==> src/rtl/y86_pkg.sv <==
// rtl/y86_pkg.sv - Y86-64 shared encodings for pipeline control blocks
package y86_pkg;

    localparam logic [1:0] STAT_AOK = 2'd0;
    localparam logic [1:0] STAT_HLT = 2'd1;
    localparam logic [1:0] STAT_ADR = 2'd2;
    localparam logic [1:0] STAT_INS = 2'd3;

    localparam logic [3:0] IHALT   = 4'h0;
    localparam logic [3:0] INOP    = 4'h1;
    localparam logic [3:0] IRRMOVQ = 4'h2;
    localparam logic [3:0] IIRMOVQ = 4'h3;
    localparam logic [3:0] IRMMOVQ = 4'h4;
    localparam logic [3:0] IMRMOVQ = 4'h5;
    localparam logic [3:0] IOPQ    = 4'h6;
    localparam logic [3:0] IJXX    = 4'h7;
    localparam logic [3:0] ICALL   = 4'h8;
    localparam logic [3:0] IRET    = 4'h9;
    localparam logic [3:0] IPUSHQ  = 4'hA;
    localparam logic [3:0] IPOPQ   = 4'hB;

    localparam logic [1:0] ALU_ADD = 2'b00;
    localparam logic [1:0] ALU_SUB = 2'b01;
    localparam logic [1:0] ALU_AND = 2'b10;
    localparam logic [1:0] ALU_XOR = 2'b11;

    localparam logic [1:0] SEL_A_VALA = 2'b00;
    localparam logic [1:0] SEL_A_VALC = 2'b01;
    localparam logic [1:0] SEL_A_DEC  = 2'b10;
    localparam logic [1:0] SEL_A_INC  = 2'b11;

    localparam logic SEL_B_VALB = 1'b0;
    localparam logic SEL_B_ZERO = 1'b1;

    localparam logic [3:0] C_YES = 4'd0;
    localparam logic [3:0] C_LE  = 4'd1;
    localparam logic [3:0] C_L   = 4'd2;
    localparam logic [3:0] C_E   = 4'd3;
    localparam logic [3:0] C_NE  = 4'd4;
    localparam logic [3:0] C_GE  = 4'd5;
    localparam logic [3:0] C_G   = 4'd6;

    typedef enum logic {
        ST_RUN  = 1'b0,
        ST_HALT = 1'b1
    } exe_state_t;

endpackage

==> src/rtl/cond_eval.sv <==
// rtl/cond_eval.sv - jXX/cmovXX condition evaluation from {ZF,SF,OF}
module cond_eval
    import y86_pkg::*;
(
    input  logic [2:0] cc,
    input  logic [3:0] ifun,
    output logic       cnd
);

    logic zf, sf, of;

    assign zf = cc[2];
    assign sf = cc[1];
    assign of = cc[0];

    always_comb begin
        cnd = 1'b0;
        case (ifun)
            C_YES:   cnd = 1'b1;
            C_LE:    cnd = (sf ^ of) | zf;
            C_L:     cnd = sf ^ of;
            C_E:     cnd = zf;
            C_NE:    cnd = !zf;
            C_GE:    cnd = !(sf ^ of);
            C_G:     cnd = !(sf ^ of) && !zf;
            default: cnd = 1'b0;
        endcase
    end

endmodule

==> src/rtl/exe_ctrl.sv <==
// rtl/exe_ctrl.sv - Y86-64 execute-stage controller: E slot, ALU controls, CC, halt
module exe_ctrl
    import y86_pkg::*;
#(
    parameter int STACK_STEP = 8,
    parameter int STAT_W     = 2
) (
    input  logic              clock,
    input  logic              reset,
    input  logic              in_valid,
    output logic              in_ready,
    input  logic [3:0]        in_icode,
    input  logic [3:0]        in_ifun,
    input  logic [STAT_W-1:0] in_stat,
    input  logic              alu_zf,
    input  logic              alu_sf,
    input  logic              alu_of,
    input  logic              m_exc,
    output logic              out_valid,
    input  logic              out_ready,
    output logic [1:0]        alu_ctrl,
    output logic [1:0]        alu_sel_a,
    output logic              alu_sel_b,
    output logic              set_cc,
    output logic [2:0]        cc,
    output logic              cnd,
    output logic              halted
);

    // The ALU realises -STACK_STEP/+STACK_STEP from the sel_a code alone.
    if (STACK_STEP <= 0 || (STACK_STEP % 8) != 0) begin : g_bad_step
        $error("STACK_STEP must be a positive multiple of 8");
    end

    exe_state_t        state, state_nxt;
    logic              e_full;
    logic [3:0]        e_icode;
    logic [3:0]        e_ifun;
    logic [STAT_W-1:0] e_stat;
    logic              fire_in, fire_out;
    logic              cnd_raw;

    always_ff @(posedge clock) begin
        if (reset) state <= ST_RUN;
        else       state <= state_nxt;
    end

    always_comb begin
        state_nxt = state;
        in_ready  = 1'b0;
        out_valid = 1'b0;
        halted    = 1'b0;
        case (state)
            ST_RUN: begin
                in_ready  = !e_full || out_ready;
                out_valid = e_full;
                // The faulting instruction itself still leaves E before the core stops.
                if (e_full && out_ready && (e_stat != '0)) state_nxt = ST_HALT;
            end
            ST_HALT: halted = 1'b1;
            default: state_nxt = ST_RUN;
        endcase
    end

    assign fire_in  = in_valid && in_ready;
    assign fire_out = out_valid && out_ready;
    assign set_cc   = fire_out && (e_icode == IOPQ) && (e_stat == '0) && !m_exc && !reset;

    always_ff @(posedge clock) begin
        if (reset) begin
            e_full  <= 1'b0;
            e_icode <= IHALT;
            e_ifun  <= 4'd0;
            e_stat  <= '0;
        end else if (fire_in) begin
            e_full  <= 1'b1;
            e_icode <= in_icode;
            e_ifun  <= in_ifun;
            e_stat  <= in_stat;
        end else if (fire_out) begin
            e_full  <= 1'b0;
        end
    end

    always_ff @(posedge clock) begin
        if (reset)       cc <= 3'b100;
        else if (set_cc) cc <= {alu_zf, alu_sf, alu_of};
    end

    always_comb begin
        alu_ctrl  = ALU_ADD;
        alu_sel_a = SEL_A_VALA;
        alu_sel_b = SEL_B_ZERO;
        if (e_full) begin
            case (e_icode)
                IRRMOVQ: begin
                    alu_sel_a = SEL_A_VALA;
                    alu_sel_b = SEL_B_ZERO;
                end
                IIRMOVQ: begin
                    alu_sel_a = SEL_A_VALC;
                    alu_sel_b = SEL_B_ZERO;
                end
                IRMMOVQ, IMRMOVQ: begin
                    alu_sel_a = SEL_A_VALC;
                    alu_sel_b = SEL_B_VALB;
                end
                IOPQ: begin
                    alu_ctrl  = (e_ifun > 4'd3) ? ALU_XOR : e_ifun[1:0];
                    alu_sel_a = SEL_A_VALA;
                    alu_sel_b = SEL_B_VALB;
                end
                ICALL, IPUSHQ: begin
                    alu_sel_a = SEL_A_DEC;
                    alu_sel_b = SEL_B_VALB;
                end
                IRET, IPOPQ: begin
                    alu_sel_a = SEL_A_INC;
                    alu_sel_b = SEL_B_VALB;
                end
                default: begin
                    alu_ctrl  = ALU_ADD;
                    alu_sel_a = SEL_A_VALA;
                    alu_sel_b = SEL_B_ZERO;
                end
            endcase
        end
    end

    cond_eval u_cond_eval (
        .cc   (cc),
        .ifun (e_ifun),
        .cnd  (cnd_raw)
    );

    assign cnd = e_full && ((e_icode == IRRMOVQ) || (e_icode == IJXX)) && cnd_raw;

endmodule

==> config.mk <==
export PLATFORM = sky130hd
export DESIGN_NAME = exe_ctrl
export DESIGN_NICKNAME = d
export VERILOG_FILES = /design/src/rtl/y86_pkg.sv /design/src/rtl/cond_eval.sv /design/src/rtl/exe_ctrl.sv
export SDC_FILE = /design/constraint.sdc
export NUM_CORES = 1
export LEC_CHECK = 0
export CORE_ASPECT_RATIO = 0.6
export CORE_MARGIN = 3
export CORE_UTILIZATION = 35
export CTS_BUF_LIST = sky130_fd_sc_hd__clkbuf_8
export DETAILED_ROUTE_END_ITERATION = 6
export PLACE_DENSITY = 0.66
export SYNTH_ARGS = -nofsm -noshare
export SYNTH_HDL_FRONTEND = slang
export SYNTH_SLANG_ARGS = --single-unit
==> constraint.sdc <==
create_clock -name clock -period 3.45 [get_ports clock]
set_clock_uncertainty 0.2 [all_clocks]
set_input_delay 0.8625 -clock clock [delete_from_list [all_inputs] [get_ports clock]]
set_output_delay 0.8625 -clock clock [all_outputs]
set_load 0.02 [all_outputs]
==> impl_metrics.ini, run 1 <==
[status]
outcome = complete, no violations

[route]
firstDrtPassIters = 4
drtIter0Drc = 81
avgRoutedWirePerCell_um = 14.88
drt.antenna.violating_nets = 0
drc_errors = 0
via_count = 841
via_per_inst = 5.191
wirelength_mm = 2.411

[clocking]
hold_buffers = 0
insertion_delay_ns = 0.24
numClockSinks = 15
cts_post_setup_buffers_inserted = 0
cts_buffer_depth = 2
cts_buffers = 3
cts_tree = done
cts-root-buf = clkbuf_8
htreeDepth = 1
path_clk_slew_ns = 0.06
cts-resized-gates = 5

[sta]
hold-worst-slack_ns = 0.3167
relSlewSlack_pct = 71.86
fmax_mhz = 294.2
maxSlewViolCount = 0
worstMarginPinSlew_ns = 0.4221
rsz0062_at_grt = no
setup_violations = 0
tns_ns = 0
period_needed_ns = 3.399
final_hold_viol_count = 0
timing.final.crit_share_pct = 98.53

[global_routing]
antenna_found_initial = 0
grt_pass1_vias = 825
grtUsageTotal_pct = 17.27
grt_overflow = 0
grt_max_degree = 19
grt_pass1_wl_mm = 3.864

[worst_setup_path]
crit_path_end = set_cc
arrival_ns = 2.34
critPathRequiredTime_ns = 2.39
rr_endpoint = cc[1]
worst-r2r-cell-count = 4
r2r_slack_ns = 1.68
cp_max_fo = 2
timing.critical_path.from = out_ready
startpoint_type = input port
critPathKind = in -> out
end_kind = output pin
r2r-start = state

[synth]
synth-edff-count = 0
yosysWarnings = 0
synth-seq-area-share_pct = 36.09
synth_cell_types = 28
synth_top_cell_area_share_pct = 36.09
synth_nets = 121
synthFlopType = dfxtp_1
syn_area_um2 = 832.0
yosysTopAreaCell = dfxtp_1
synth_common_cells = 15 x dfxtp_1, 13 x a21oi_1, 12 x o21ai_0
ys_top_cells_by_area = dfxtp_1 36%, a21oi_1 7.8%, o21ai_0 7.2%
ys_async_sr_fraction_pct = 0
yosysMostFrequentCell = dfxtp_1
syn-instance-count = 103
ys_ff_latch = 15
synth_area_per_cell_um2 = 8.078

[cells_and_area]
finalNonFillerCells = 162
diodes = 0
final_core_util_pct = 58.82
drive_gt1_share_pct = 7.463
nets = 153
syn_to_final_growth_pct = 44.36

[flow_run]
maxCapViolCount = 0

[power_and_ir_drop]
power.leakage_nw = 0.4303
peakVddDrop_mv = 0.2174
power.total_w = 0.0004054
power.density_nw_per_um2 = 337.5

[floorplanning]
fp-row-count = 12
die_x_um = 68.95
core_um2 = 2042
die-area_um2 = 3017
start_util_pct = 40.75
io-pin-count = 31
dieHeight_um = 43.77

[place]
io_buffers = 30
post-dp-hpwl_mm = 1.860
dp_cells = 158
place_congestion = 0.8319

[worst_hold_path]
hp-class = reg -> reg
hold_depth = 2
[state kept, by name (all words and copies together), names as in the netlist]
register / flops
e_icode: 4
state: 1
e_ifun: 4
e_full: 1
e_stat: 2
cc: 3
[layout make-up]
cell class	count	area (µm²)
Fill cell	191	840.8
Multi-Input combinational cell	79	489.2
Timing Repair Buffer	34	324.1
Sequential cell	15	300.3
Clock buffer	3	41.29
Tap cell	28	35.03
Inverter	2	7.507
Clock inverter	1	3.754
[power by group]
part	total (W)	internal (W)	switching [W]
Clock	0.000136	0.0000787	0.0000578
Sequential	0.000194	0.000182	0.0000116
Combinational	0.0000753	0.0000405	0.0000348
[per-stage QoR]
step / cell area (µm²) / worst slack, ns
floorplan: 832.0 / 0.4338
global placement: 1162 / -0.3647
detailed placement: 1162 / -0.3826
CTS: 1201 / 0.06200
global route: 1201 / 0.02723
finish: 1201 / 0.05057
[routing by layer]
metal	track usage, %	routed length (µm)	vias up
li1	-	-	428
met1	22.63	1139	383
met2	26.33	1085	26
met3	6.736	155	4
met4	4.651	31	0
met5	0	0	-
[kinds of logic after synthesis]
family                 after synthesis  synth area share (%)
flip-flops                          15                 36.09
multiplexers                         3                 3.609
buffers and inverters                9                 5.113
AO/OA/AOI/OAI                       32                 21.81
AND/OR/NAND/NOR                     42                 31.28
XOR/XNOR                             2                 2.106
[worst min-delay path by stage]
stage                from    endpoint  slack, ns
6_report        e_stat[1]   e_stat[1]       0.32
3_3_place_gp    e_stat[0]   e_stat[0]       0.29
5_1_grt        e_icode[0]  e_icode[0]       0.34
4_1_cts         e_stat[1]   e_stat[1]       0.32
3_5_place_dp    e_stat[1]   e_stat[1]       0.31
2_1_floorplan   e_stat[0]   e_stat[0]       0.26
[worst max-delay path, cell delays in order]
cell and delay [ns]:
clkdlybuf4s50_1 0.50, or4b_4 0.49, nor4_4 0.17, nor2b_1 0.15, buf_2 0.17
[cells in the final DEF, fill, tap and decap left out, types with 4 or more instances in the layout]
cell / count
a21oi_1: 13
nor2_1: 7
buf_4: 4
nand3_1: 10
nand2b_1: 8
o21ai_0: 12
dfxtp_1: 15
nor2b_1: 4
clkdlybuf4s50_1: 28
Note: power is estimated with default switching activity, not from simulation.
==> run 2, diff against run 1 <==
--- a/config.mk
+++ b/config.mk
@@ -6,7 +6,6 @@
 export NUM_CORES = 1
 export LEC_CHECK = 0
 export CORE_ASPECT_RATIO = 0.6
-export CORE_MARGIN = 3
 export CORE_UTILIZATION = 35
 export CTS_BUF_LIST = sky130_fd_sc_hd__clkbuf_8
 export DETAILED_ROUTE_END_ITERATION = 6
==> constraint.sdc (replaced) <==
create_clock -name clock -period 4.02 [get_ports clock]
set_clock_uncertainty 0.2 [all_clocks]
set_input_delay 1.005 -clock clock [delete_from_list [all_inputs] [get_ports clock]]
set_output_delay 1.005 -clock clock [all_outputs]
set_load 0.02 [all_outputs]
==> run 2 against run 1 <==
Effect of this change:
- utilization shrank 4.9 points
- count of clock-buffer cells in the layout is the same
- sequential share of layout area grew 0.16 points
- die area shrank 14%
- register-to-register slack gained 0.66 ns
- global-route usage grew 0.98 points
- non-clock buffer count shrank 2
- cell count is the same
- critical endpoint unchanged
- largest power group unchanged
==> impl_metrics.ini, run 2 (synthesis results as in run 1) <==
[cells_and_area]
multi_input_area_um2 = 489.2
drive_gt1_share_pct = 5.303
diodes = 0
nets = 151
syn_to_final_growth_pct = 43.46
mostFrequentLayoutCell = clkdlybuf4s50_1
nFillCells = 216
final_cell_mix = 29 x clkdlybuf4s50_1, 15 x dfxtp_1, 13 x a21oi_1
finalNonFillerCells = 162
finalInstanceArea_um2 = 1194
reg_top3 = e_icode (4), e_ifun (4), cc (3)
ff_latch_area_um2 = 300.3

[route]
via_count = 824
drtIter0Drc = 36
drt-met1-wl_mm = 1.071
firstDrtPassIters = 4
avgRoutedWirePerCell_um = 12.70
drt.antenna.violating_nets = 0
wl_met2_um = 835
top_layer_used = met4
dr_wl_met3_um = 109
via_per_inst = 5.086
drc_errors = 0
wirelength_mm = 2.057

[clocking]
cts_post_setup_buffers_inserted = 0
path_clk_slew_ns = 0.06
cts_tree = done
numClockSinks = 15
cts_buffer_depth = 2
cts_buffers = 3
cts-resized-gates = 1
htreeDepth = 1
cts-root-buf = clkbuf_8
hold_buffers = 0
insertion_delay_ns = 0.25

[worst_setup_path]
arrival_ns = 2.68
critPathKind = in -> out
cp_max_fo = 5
critPathRequiredTime_ns = 2.81
end_kind = output pin
startpoint_type = input port

[sta]
fin_ws_ns = 0.1398
tns_ns = 0
rsz0062_at_grt = no
fmax_mhz = 257.7
final_hold_viol_count = 0
timing.final.crit_share_pct = 96.52
hold-worst-slack_ns = 0.3147
setup_violations = 0
period_needed_ns = 3.880
relSlewSlack_pct = 72.69
worstMarginPinSlew_ns = 0.4045
maxSlewViolCount = 0

[floorplanning]
core_um2 = 2212
start_util_pct = 37.61
die-area_um2 = 2583
dieHeight_um = 39.77
fp-row-count = 13
io-pin-count = 31
die_x_um = 64.95

[global_routing]
grt_max_degree = 19
antenna_found_initial = 0
grtUsageTotal_pct = 18.25
grt_overflow = 0
grt_pass1_wl_mm = 3.236
grt_pass1_vias = 680

[worst_hold_path]
hp-class = reg -> reg

[power_and_ir_drop]
power.density_nw_per_um2 = 291.8
power.leakage_nw = 0.4238
peakVddDrop_mv = 0.1560

[place]
place_ws_ns = -0.1577
place_congestion = 0.7470
io_buffers = 30
post_dp_cell_area_um2 = 1150
dp_cells = 158
post-dp-hpwl_mm = 1.566

[flow_run]
maxCapViolCount = 0

[status]
outcome = complete, no violations
## run 2: path summary, 6_finish.rpt
path	from	endpoint	slack (ns)	cells past startpoint
max	out_ready	set_cc	0.14	5
min	e_stat[0]	e_stat[0]	0.31	2
min reg2reg	e_stat[0]	e_stat[0]	0.31	2
max reg2reg	state	cc[1]	2.34	4
## run 2: worst max-delay path, stage by stage
cell and delay, ns:
clkdlybuf4s50_1 0.52, or4b_4 0.49, nor4_4 0.17, nor2b_1 0.16, dlygate4sd2_1 0.33
## run 2: metal layers
| metal | global-route usage, % | vias to the layer above |
|---|---|---|
| met5 | 0 | - |
| met4 | 10.00 | 0 |
| met3 | 5.523 | 4 |
| met2 | 23.18 | 19 |
| met1 | 26.28 | 378 |
| li1 | - | 423 |
## run 2: final cells by class
class / instances / area share [%]
repair buffers: 32 / 26.31
inverters: 2 / 0.6289
well taps: 30 / 3.145
flip-flops and latches: 15 / 25.16
multi-input cells: 79 / 40.99
clock inverters: 1 / 0.3145
clock buffers: 3 / 3.459
## run 2: stage by stage
| step | util (%) | power, W |
|---|---|---|
| 2_1_floorplan | - | 0.0002013 |
| 3_3_place_gp | 51.98 | 0.0002298 |
| 3_5_place_dp | 51.98 | 0.0002311 |
| 4_1_cts | 53.96 | 0.0003523 |
| 5_1_grt | 53.96 | 0.0003682 |
| 6_report | 53.96 | 0.0003483 |
## run 2: power by group
part	switching (W)	internal (W)	total (W)
logic	0.0000279	0.0000341	0.0000620
registers	0.00000974	0.000156	0.000166
clock network	0.0000526	0.0000677	0.000120
==> run 3, diff against run 2 <==
--- a/config.mk
+++ b/config.mk
@@ -5,6 +5,7 @@
 export SDC_FILE = /design/constraint.sdc
 export NUM_CORES = 1
 export LEC_CHECK = 0
+export CAP_MARGIN = 40
 export CORE_ASPECT_RATIO = 0.6
 export CORE_UTILIZATION = 35
 export CTS_BUF_LIST = sky130_fd_sc_hd__clkbuf_8
==> results of run 3 <==
Final layout, timing and power as in run 2 (identical DEF).
